### src/rtl/hazard_ctrl_pkg.sv
// hazard_pkg: shared types and constants for the pipeline hazard controller.
// Holds the forwarding select encoding, controller state set and the load result-source code.
package hazard_pkg;

  typedef enum logic [1:0] {
    FWD_NONE = 2'b00,
    FWD_WB   = 2'b01,
    FWD_MEM  = 2'b10
  } fwd_sel_e;

  typedef enum logic [1:0] {
    INIT = 2'b00,
    RUN  = 2'b01,
    HALT = 2'b10,
    STEP = 2'b11
  } ctrl_state_e;

  localparam logic [1:0] RESULT_SRC_LOAD = 2'b01;

endpackage

### src/rtl/hazard_ctrl_if.sv
// hazard_if: pipeline <-> hazard controller signal bundle.
// The pipeline side (master) drives stage indices and requests; the controller (slave) drives stalls, flushes and forward selects.
interface hazard_if #(
  parameter int REG_ADDR_WIDTH = 5
);

  logic [REG_ADDR_WIDTH-1:0] rs1D, rs2D, rs1E, rs2E, rdE, rdM, rdW;
  logic                      regWriteE, regWriteM, regWriteW;
  logic [1:0]                resultSrcE;
  logic                      pcSrcE, memReqM, memReadyM;
  logic                      haltReq, stepReq;
  logic                      stallF, stallD, stallE, stallM;
  logic                      flushD, flushE, flushM, flushW;
  logic [1:0]                forwardAE, forwardBE;
  logic                      halted;

  modport master (
    output rs1D, rs2D, rs1E, rs2E, rdE, rdM, rdW,
    output regWriteE, regWriteM, regWriteW, resultSrcE,
    output pcSrcE, memReqM, memReadyM, haltReq, stepReq,
    input  stallF, stallD, stallE, stallM,
    input  flushD, flushE, flushM, flushW,
    input  forwardAE, forwardBE, halted
  );

  modport slave (
    input  rs1D, rs2D, rs1E, rs2E, rdE, rdM, rdW,
    input  regWriteE, regWriteM, regWriteW, resultSrcE,
    input  pcSrcE, memReqM, memReadyM, haltReq, stepReq,
    output stallF, stallD, stallE, stallM,
    output flushD, flushE, flushM, flushW,
    output forwardAE, forwardBE, halted
  );

endinterface

### src/rtl/hazard_ctrl_forward_unit.sv
// forward_unit: selects the EX operand bypass source for one source register index.
// The MEM stage result is newer than WB, so it wins when both match.
module forward_unit
  import hazard_pkg::*;
#(
  parameter int REG_ADDR_WIDTH = 5
) (
  input  logic [REG_ADDR_WIDTH-1:0] rsE,
  input  logic [REG_ADDR_WIDTH-1:0] rdM,
  input  logic                      regWriteM,
  input  logic [REG_ADDR_WIDTH-1:0] rdW,
  input  logic                      regWriteW,
  output fwd_sel_e                  fwdSel
);

  localparam logic [REG_ADDR_WIDTH-1:0] REG_ZERO = {REG_ADDR_WIDTH{1'b0}};

  // Bypass source selection with MEM priority; x0 never forwards.
  always_comb begin
    fwdSel = FWD_NONE;
    if (regWriteM && (rdM != REG_ZERO) && (rdM == rsE)) begin
      fwdSel = FWD_MEM;
    end else if (regWriteW && (rdW != REG_ZERO) && (rdW == rsE)) begin
      fwdSel = FWD_WB;
    end else begin
      fwdSel = FWD_NONE;
    end
  end

endmodule

### src/rtl/hazard_ctrl.sv
// hazard_ctrl: stall/flush/forward control with a post-reset flush and halt/single-step debug FSM.
// Define HAZARD_FWD_EN for EX forwarding; without it RAW hazards interlock in decode instead.
module hazard_ctrl
  import hazard_pkg::*;
#(
  parameter int REG_ADDR_WIDTH    = 5,
  parameter int INIT_FLUSH_CYCLES = 2,
  parameter int DRAIN_CYCLES      = 4
) (
  input logic     clk,
  input logic     rst,
  hazard_if.slave hif
);

  localparam int INIT_W  = (INIT_FLUSH_CYCLES > 1) ? $clog2(INIT_FLUSH_CYCLES) : 1;
  localparam int DRAIN_W = $clog2(DRAIN_CYCLES + 32'sd1);

  localparam logic [INIT_W-1:0]         INIT_ZERO  = {INIT_W{1'b0}};
  localparam logic [INIT_W-1:0]         INIT_ONE   = INIT_W'(1'b1);
  localparam logic [INIT_W-1:0]         INIT_LAST  = INIT_W'(INIT_FLUSH_CYCLES - 32'sd1);
  localparam logic [DRAIN_W-1:0]        DRAIN_ZERO = {DRAIN_W{1'b0}};
  localparam logic [DRAIN_W-1:0]        DRAIN_ONE  = DRAIN_W'(1'b1);
  localparam logic [DRAIN_W-1:0]        DRAIN_MAX  = DRAIN_W'(DRAIN_CYCLES);
  localparam logic [REG_ADDR_WIDTH-1:0] REG_ZERO   = {REG_ADDR_WIDTH{1'b0}};

  ctrl_state_e         state_r, nextState_s;
  logic [INIT_W-1:0]   initCnt_r, initCntNext_s;
  logic [DRAIN_W-1:0]  drainCnt_r, drainCntNext_s;
  logic                stepPrev_r;

  logic                memWait_s, loadUse_s, rawStall_s, stepRise_s, halted_s;
  fwd_sel_e            fwdA_s, fwdB_s;
  logic                stallF_s, stallD_s, stallE_s, stallM_s;
  logic                flushD_s, flushE_s, flushM_s, flushW_s;
  logic [1:0]          forwardAE_s, forwardBE_s;

  assign memWait_s  = hif.memReqM && !hif.memReadyM;
  assign stepRise_s = hif.stepReq && !stepPrev_r;
  assign halted_s   = (state_r == HALT) && (drainCnt_r == DRAIN_MAX);
  assign loadUse_s  = (hif.resultSrcE == RESULT_SRC_LOAD) && (hif.rdE != REG_ZERO) &&
                      ((hif.rdE == hif.rs1D) || (hif.rdE == hif.rs2D));

`ifdef HAZARD_FWD_EN
  forward_unit #(.REG_ADDR_WIDTH(REG_ADDR_WIDTH)) uFwdA (
    .rsE(hif.rs1E), .rdM(hif.rdM), .regWriteM(hif.regWriteM),
    .rdW(hif.rdW), .regWriteW(hif.regWriteW), .fwdSel(fwdA_s)
  );
  forward_unit #(.REG_ADDR_WIDTH(REG_ADDR_WIDTH)) uFwdB (
    .rsE(hif.rs2E), .rdM(hif.rdM), .regWriteM(hif.regWriteM),
    .rdW(hif.rdW), .regWriteW(hif.regWriteW), .fwdSel(fwdB_s)
  );
  assign rawStall_s = 1'b0;
  logic unusedRaw_s;
  assign unusedRaw_s = hif.regWriteE;
`else
  assign fwdA_s = FWD_NONE;
  assign fwdB_s = FWD_NONE;
  // WB needs no interlock: the register file writes on the falling edge.
  assign rawStall_s =
      ((hif.rs1D != REG_ZERO) && ((hif.regWriteE && (hif.rdE == hif.rs1D)) ||
                                  (hif.regWriteM && (hif.rdM == hif.rs1D)))) ||
      ((hif.rs2D != REG_ZERO) && ((hif.regWriteE && (hif.rdE == hif.rs2D)) ||
                                  (hif.regWriteM && (hif.rdM == hif.rs2D))));
  logic unusedFwd_s;
  assign unusedFwd_s = ^{hif.rs1E, hif.rs2E, hif.rdW, hif.regWriteW};
`endif

  // State, counters and step-edge history; reset abandons any halt, step or wait.
  always_ff @(posedge clk or posedge rst) begin
    if (rst) begin
      state_r    <= INIT;
      initCnt_r  <= INIT_ZERO;
      drainCnt_r <= DRAIN_ZERO;
      stepPrev_r <= 1'b0;
    end else begin
      state_r    <= nextState_s;
      initCnt_r  <= initCntNext_s;
      drainCnt_r <= drainCntNext_s;
      stepPrev_r <= hif.stepReq;
    end
  end

  // Next-state and counter updates for the INIT/RUN/HALT/STEP controller.
  always_comb begin
    nextState_s    = state_r;
    initCntNext_s  = initCnt_r;
    drainCntNext_s = drainCnt_r;
    case (state_r)
      INIT: begin
        if (initCnt_r == INIT_LAST) begin
          nextState_s   = RUN;
          initCntNext_s = INIT_ZERO;
        end else begin
          initCntNext_s = initCnt_r + INIT_ONE;
        end
      end
      RUN: begin
        drainCntNext_s = DRAIN_ZERO;
        if (hif.haltReq && !memWait_s) begin
          nextState_s = HALT;
        end else begin
          nextState_s = RUN;
        end
      end
      HALT: begin
        if (!hif.haltReq) begin
          nextState_s    = RUN;
          drainCntNext_s = DRAIN_ZERO;
        end else if (stepRise_s && halted_s) begin
          nextState_s    = STEP;
          drainCntNext_s = DRAIN_ZERO;
        end else if (drainCnt_r != DRAIN_MAX) begin
          drainCntNext_s = drainCnt_r + DRAIN_ONE;
        end else begin
          drainCntNext_s = DRAIN_MAX;
        end
      end
      STEP: begin
        drainCntNext_s = DRAIN_ZERO;
        if (memWait_s) begin
          nextState_s = STEP;
        end else begin
          nextState_s = HALT;
        end
      end
      default: begin
        nextState_s    = INIT;
        initCntNext_s  = INIT_ZERO;
        drainCntNext_s = DRAIN_ZERO;
      end
    endcase
  end

  // Hazard priority is memory wait, then control flush, then data stall; state overlays follow.
  always_comb begin
    stallF_s    = 1'b0;
    stallD_s    = 1'b0;
    stallE_s    = 1'b0;
    stallM_s    = 1'b0;
    flushD_s    = 1'b0;
    flushE_s    = 1'b0;
    flushM_s    = 1'b0;
    flushW_s    = 1'b0;
    forwardAE_s = fwdA_s;
    forwardBE_s = fwdB_s;
    if (memWait_s) begin
      stallF_s = 1'b1;
      stallD_s = 1'b1;
      stallE_s = 1'b1;
      stallM_s = 1'b1;
      flushW_s = 1'b1;
    end else if (hif.pcSrcE) begin
      flushD_s = 1'b1;
      flushE_s = 1'b1;
    end else if (loadUse_s || rawStall_s) begin
      stallF_s = 1'b1;
      stallD_s = 1'b1;
      flushE_s = 1'b1;
    end else begin
      stallF_s = 1'b0;
    end
    case (state_r)
      RUN, STEP: begin
      end
      HALT: begin
        // A memory wait still holds D, so the halt bubble into D is withheld until it clears.
        stallF_s = 1'b1;
        flushD_s = !memWait_s;
      end
      default: begin
        stallF_s    = 1'b1;
        stallD_s    = 1'b0;
        stallE_s    = 1'b0;
        stallM_s    = 1'b0;
        flushD_s    = 1'b1;
        flushE_s    = 1'b1;
        flushM_s    = 1'b1;
        flushW_s    = 1'b1;
        forwardAE_s = FWD_NONE;
        forwardBE_s = FWD_NONE;
      end
    endcase
  end

  assign hif.stallF    = stallF_s;
  assign hif.stallD    = stallD_s;
  assign hif.stallE    = stallE_s;
  assign hif.stallM    = stallM_s;
  assign hif.flushD    = flushD_s;
  assign hif.flushE    = flushE_s;
  assign hif.flushM    = flushM_s;
  assign hif.flushW    = flushW_s;
  assign hif.forwardAE = forwardAE_s;
  assign hif.forwardBE = forwardBE_s;
  assign hif.halted    = halted_s;

endmodule

### src/flat_wrapper.sv
// flat-port wrapper written by rule: the top's interface ports become plain ports
module hazard_ctrl_flat import hazard_pkg::*;
#(
  parameter int REG_ADDR_WIDTH    = 5,
  parameter int INIT_FLUSH_CYCLES = 2,
  parameter int DRAIN_CYCLES      = 4
)
  (clk, rst, hif_rs1D, hif_rs2D, hif_rs1E, hif_rs2E, hif_rdE, hif_rdM, hif_rdW, hif_regWriteE, hif_regWriteM, hif_regWriteW, hif_resultSrcE, hif_pcSrcE, hif_memReqM, hif_memReadyM, hif_haltReq, hif_stepReq, hif_stallF, hif_stallD, hif_stallE, hif_stallM, hif_flushD, hif_flushE, hif_flushM, hif_flushW, hif_forwardAE, hif_forwardBE, hif_halted);
  hazard_if #(.REG_ADDR_WIDTH(REG_ADDR_WIDTH)) hif_i ();
  input logic clk;
  input logic rst;
  input wire logic [$bits(hif_i.rs1D)-1:0] hif_rs1D;
  input wire logic [$bits(hif_i.rs2D)-1:0] hif_rs2D;
  input wire logic [$bits(hif_i.rs1E)-1:0] hif_rs1E;
  input wire logic [$bits(hif_i.rs2E)-1:0] hif_rs2E;
  input wire logic [$bits(hif_i.rdE)-1:0] hif_rdE;
  input wire logic [$bits(hif_i.rdM)-1:0] hif_rdM;
  input wire logic [$bits(hif_i.rdW)-1:0] hif_rdW;
  input wire logic [$bits(hif_i.regWriteE)-1:0] hif_regWriteE;
  input wire logic [$bits(hif_i.regWriteM)-1:0] hif_regWriteM;
  input wire logic [$bits(hif_i.regWriteW)-1:0] hif_regWriteW;
  input wire logic [$bits(hif_i.resultSrcE)-1:0] hif_resultSrcE;
  input wire logic [$bits(hif_i.pcSrcE)-1:0] hif_pcSrcE;
  input wire logic [$bits(hif_i.memReqM)-1:0] hif_memReqM;
  input wire logic [$bits(hif_i.memReadyM)-1:0] hif_memReadyM;
  input wire logic [$bits(hif_i.haltReq)-1:0] hif_haltReq;
  input wire logic [$bits(hif_i.stepReq)-1:0] hif_stepReq;
  output wire logic [$bits(hif_i.stallF)-1:0] hif_stallF;
  output wire logic [$bits(hif_i.stallD)-1:0] hif_stallD;
  output wire logic [$bits(hif_i.stallE)-1:0] hif_stallE;
  output wire logic [$bits(hif_i.stallM)-1:0] hif_stallM;
  output wire logic [$bits(hif_i.flushD)-1:0] hif_flushD;
  output wire logic [$bits(hif_i.flushE)-1:0] hif_flushE;
  output wire logic [$bits(hif_i.flushM)-1:0] hif_flushM;
  output wire logic [$bits(hif_i.flushW)-1:0] hif_flushW;
  output wire logic [$bits(hif_i.forwardAE)-1:0] hif_forwardAE;
  output wire logic [$bits(hif_i.forwardBE)-1:0] hif_forwardBE;
  output wire logic [$bits(hif_i.halted)-1:0] hif_halted;
  assign hif_i.rs1D = hif_rs1D;
  assign hif_i.rs2D = hif_rs2D;
  assign hif_i.rs1E = hif_rs1E;
  assign hif_i.rs2E = hif_rs2E;
  assign hif_i.rdE = hif_rdE;
  assign hif_i.rdM = hif_rdM;
  assign hif_i.rdW = hif_rdW;
  assign hif_i.regWriteE = hif_regWriteE;
  assign hif_i.regWriteM = hif_regWriteM;
  assign hif_i.regWriteW = hif_regWriteW;
  assign hif_i.resultSrcE = hif_resultSrcE;
  assign hif_i.pcSrcE = hif_pcSrcE;
  assign hif_i.memReqM = hif_memReqM;
  assign hif_i.memReadyM = hif_memReadyM;
  assign hif_i.haltReq = hif_haltReq;
  assign hif_i.stepReq = hif_stepReq;
  assign hif_stallF = hif_i.stallF;
  assign hif_stallD = hif_i.stallD;
  assign hif_stallE = hif_i.stallE;
  assign hif_stallM = hif_i.stallM;
  assign hif_flushD = hif_i.flushD;
  assign hif_flushE = hif_i.flushE;
  assign hif_flushM = hif_i.flushM;
  assign hif_flushW = hif_i.flushW;
  assign hif_forwardAE = hif_i.forwardAE;
  assign hif_forwardBE = hif_i.forwardBE;
  assign hif_halted = hif_i.halted;
  hazard_ctrl #(.REG_ADDR_WIDTH(REG_ADDR_WIDTH), .INIT_FLUSH_CYCLES(INIT_FLUSH_CYCLES), .DRAIN_CYCLES(DRAIN_CYCLES)) u_core (.clk(clk), .rst(rst), .hif(hif_i));
endmodule
### config.mk
export PLATFORM = sky130hd
export DESIGN_NAME = hazard_ctrl_flat
export DESIGN_NICKNAME = d
export VERILOG_FILES = /design/src/rtl/hazard_ctrl_pkg.sv /design/src/rtl/hazard_ctrl_if.sv /design/src/rtl/hazard_ctrl_forward_unit.sv /design/src/rtl/hazard_ctrl.sv /design/src/flat_wrapper.sv
export SDC_FILE = /design/constraint.sdc
export NUM_CORES = 1
export LEC_CHECK = 0
export BUFFER_PORTS_ARGS = -buffer_cell sky130_fd_sc_hd__buf_2
export CORE_ASPECT_RATIO = 1.2
export CORE_MARGIN = 2
export CORE_UTILIZATION = 39
export CTS_BUF_LIST = sky130_fd_sc_hd__clkbuf_8 sky130_fd_sc_hd__clkbuf_16
export DETAILED_ROUTE_END_ITERATION = 12
export PLACE_DENSITY_LB_ADDON = 0.1
export SYNTH_ARGS = -nofsm -noshare
export SYNTH_HDL_FRONTEND = slang
export SYNTH_SLANG_ARGS = --single-unit
### constraint.sdc
create_clock -name clk -period 2.5 [get_ports clk]
set_clock_uncertainty 0.2 [all_clocks]
set_input_delay 0.5 -clock clk [delete_from_list [all_inputs] [get_ports clk]]
set_output_delay 0.5 -clock clk [all_outputs]
set_load 0.02 [all_outputs]
==> flow_summary.ini <==
[sta]
finalSetupTns_ps = -152
timing.final.ws_setup_ps = -71.7
worst_hold_slack_ps = 6.10
hold_viol = 0
rsz0062_at_grt = yes
period_share_pct = 103
fmax_ghz = 0.389
period_minus_slack_ps = 2570
drv_slew = 0
finalSetupViolations = 3

[floorplanning]
dieWidth_um = 44.4
die_h_um = 52.5
start_util_pct = 41.3
num_io_pins = 60
core-area_mm2 = 0.00185
dieArea_mm2 = 0.00233
rows = 17

[global_route]
grt-ovfl-total = 0
grt_pass1_vias = 796
grt_max_degree = 13
grt_pass1_wl_um = 3220
grt_util_all_layers_pct = 19.0
antenna_found_initial = 0

[power]
internal_power_uw = 452
p_seq_share_pct = 24.9
pwr-share-comb_pct = 54.7
p_per_area_mw_per_mm2 = 647
p_leak_uw = 0.000561
vdd_drop_max_mv = 0.273
swShare_pct = 40.8
switching_power_uw = 311
clkPwrFrac_pct = 20.3

[synth]
syn_avg_cell_area_um2 = 8.05
ys.warnings.count = 0
ys_seq_area_share_pct = 22.9
synthCells = 95
synth_cell_types = 32
syn_area_um2 = 764
ys_ff_latch = 7

[clock_network]
cts_made_buffers = 3
cts_setup_buffers = 0
cts.sinks = 7
postCtsHoldBufs = 0
cts-root-buf = clkbuf_8
cts_tree = done
htreeDepth = 1
cts_buffer_depth = 2
clock_latency_ps = 220
clkTransAtPathRegs_ps = 40

[detailed_routing]
finalWirelength_um = 2070
avgViaCountPerCell = 5.02
first_pass_iters = 2
vias = 849
ant_nets = 0
drtIter0Drc = 5
drc = 0
wire_per_inst_um = 12.2

[worst_setup_path]
path_cells = buf_6 -> or4_4 -> o21a_1 -> o31ai_2 -> a21oi_1 -> buf_4
startpoint_type = input pin
required_ps = 1800
critPathBufInv = 2
arrival_ps = 1870
max_stage_delay_ps = 520
reg2reg_slack_ps = 1010
path_class = input pin to primary output
cp_max_fo = 2
end_kind = primary output
critPathSlowestCell = or4_4
crit_family = compound AO/OA/AOI/OAI gates

[finish]
nets = 200
syn2layout_area_growth_pct = 54.3
fin_area_mm2 = 0.00118
antenna_cells = 0
stdcell_count = 169
drive_gt1_share_pct = 46.0

[placed_design]
hpwl_um = 1690
placed_area_mm2 = 0.00107
gp_congestion = 0.785
place_inst = 165
place_ws_ps = -118
numPortBuffers = 39

[run]
drv_cap = 0

[outcome]
status = finished with violations
violations = setup timing

[min_path]
min_path_type = input pin to async pin
metrics by stage:
stage	utilization (%)	total power, µW
global route	63.8	828
global placement	57.8	580
detailed placement	57.8	588
CTS	61.3	758
finish	63.8	763
floorplan	-	442
registers in the layout, summed over array words and instances, names as in the netlist:
| signal | flops |
|---|---|
| u_core.drainCnt_r | 3 |
| u_core.state_r | 2 |
| u_core.initCnt_r | 1 |
| u_core.stepPrev_r | 1 |
path summary, 6_finish.rpt:
kind / startpoint / to / cells after the start
max in group asynchronous: rst / u_core.drainCnt_r[1] / 2
min in group clk: hif_stepReq / u_core.stepPrev_r / 1
worst min register to register: u_core.initCnt_r / u_core.initCnt_r / 1
worst max-delay path: hif_rs1D[2] / hif_stallD / 6
worst max register to register: u_core.drainCnt_r[0] / u_core.state_r[0] / 5
worst min-delay path: rst / u_core.stepPrev_r / 2
logic make-up after synthesis:
| family | count (synthesis) | synth area share, % |
|---|---|---|
| DFF | 7 | 22.9 |
| other | 1 | 0.491 |
| adders and majority gates | 2 | 3.27 |
| and+or+nand+nor | 32 | 23.9 |
| xor gates and xnor gates | 21 | 24.1 |
| AOI/OAI and AO/OA | 20 | 17.0 |
| buffers and inverters | 12 | 8.35 |
area by class of cell:
cell class | count | area, µm²
fill | 172 | 671
multi-input combinational | 79 | 566
clock inverter | 1 | 3.75
clock buffer | 3 | 41.3
sequential | 7 | 175
inverter | 5 | 18.8
tap | 19 | 23.8
timing repair buffer | 55 | 352
placed cells by master, fill, tap and decap left out, drive strengths merged:
master  count
a311oi      1
nor2        7
or4         3
nor3b       1
o21a        1
nand2b      3
nand2       3
nor3        2
nand4       3
nand4b      1
o22ai       2
a21oi       8
xnor2      13
nand3b      2
buf        55
inv         6
o31ai       1
nor4        1
o21ai       5
dfrtp       7
a31oi       1
xor2        8
nand3       5
nor2b       1
a21o        1
ha          2
clkbuf      3
conb        4
Yosys cell counts (all sizes together):
| library cell | n | area [µm²] |
|---|---|---|
| a21o | 1 | 7.51 |
| a21oi | 8 | 40.0 |
| a311oi | 1 | 8.76 |
| a31oi | 1 | 6.26 |
| buf | 5 | 37.5 |
| clkbuf | 2 | 7.51 |
| conb | 1 | 3.75 |
| dfrtp | 7 | 175 |
| ha | 2 | 25.0 |
| inv | 5 | 18.8 |
| nand2 | 3 | 11.3 |
| nand2b | 3 | 18.8 |
| nand3 | 5 | 25.0 |
| nand3b | 2 | 15.0 |
| nand4 | 3 | 18.8 |
| nand4b | 1 | 8.76 |
| nor2 | 7 | 28.8 |
| nor2b | 1 | 6.26 |
| nor3 | 2 | 10.0 |
| nor3b | 1 | 7.51 |
| nor4 | 1 | 6.26 |
| o21a | 1 | 7.51 |
| o21ai | 5 | 28.8 |
| o22ai | 2 | 18.8 |
| o31ai | 1 | 12.5 |
| or4 | 3 | 26.3 |
| xnor2 | 13 | 114 |
| xor2 | 8 | 70.1 |
per-layer routing:
metal  wire (µm)  vias up  track usage, %
met5           0        -               0
met4          27        0            10.6
met3          82        2            2.07
met2        1190       27            36.0
met1         765      388            19.5
li1            -      432               -
what timing repair did:
action,4_1_cts,5_1_grt
pin swaps,5,3
endpoints found under the setup margin,3,3
gates resized for setup,6,10
power groups by stage:
stage	Clock [µW]	Sequential, µW	Combinational [µW]
after floorplan	0	171	271
after global placement	0	191	389
after detailed placement	0	191	397
after CTS	157	191	411
after global routing	163	198	466
final	155	190	418
No activity file was read; power rests on OpenSTA's default activity.
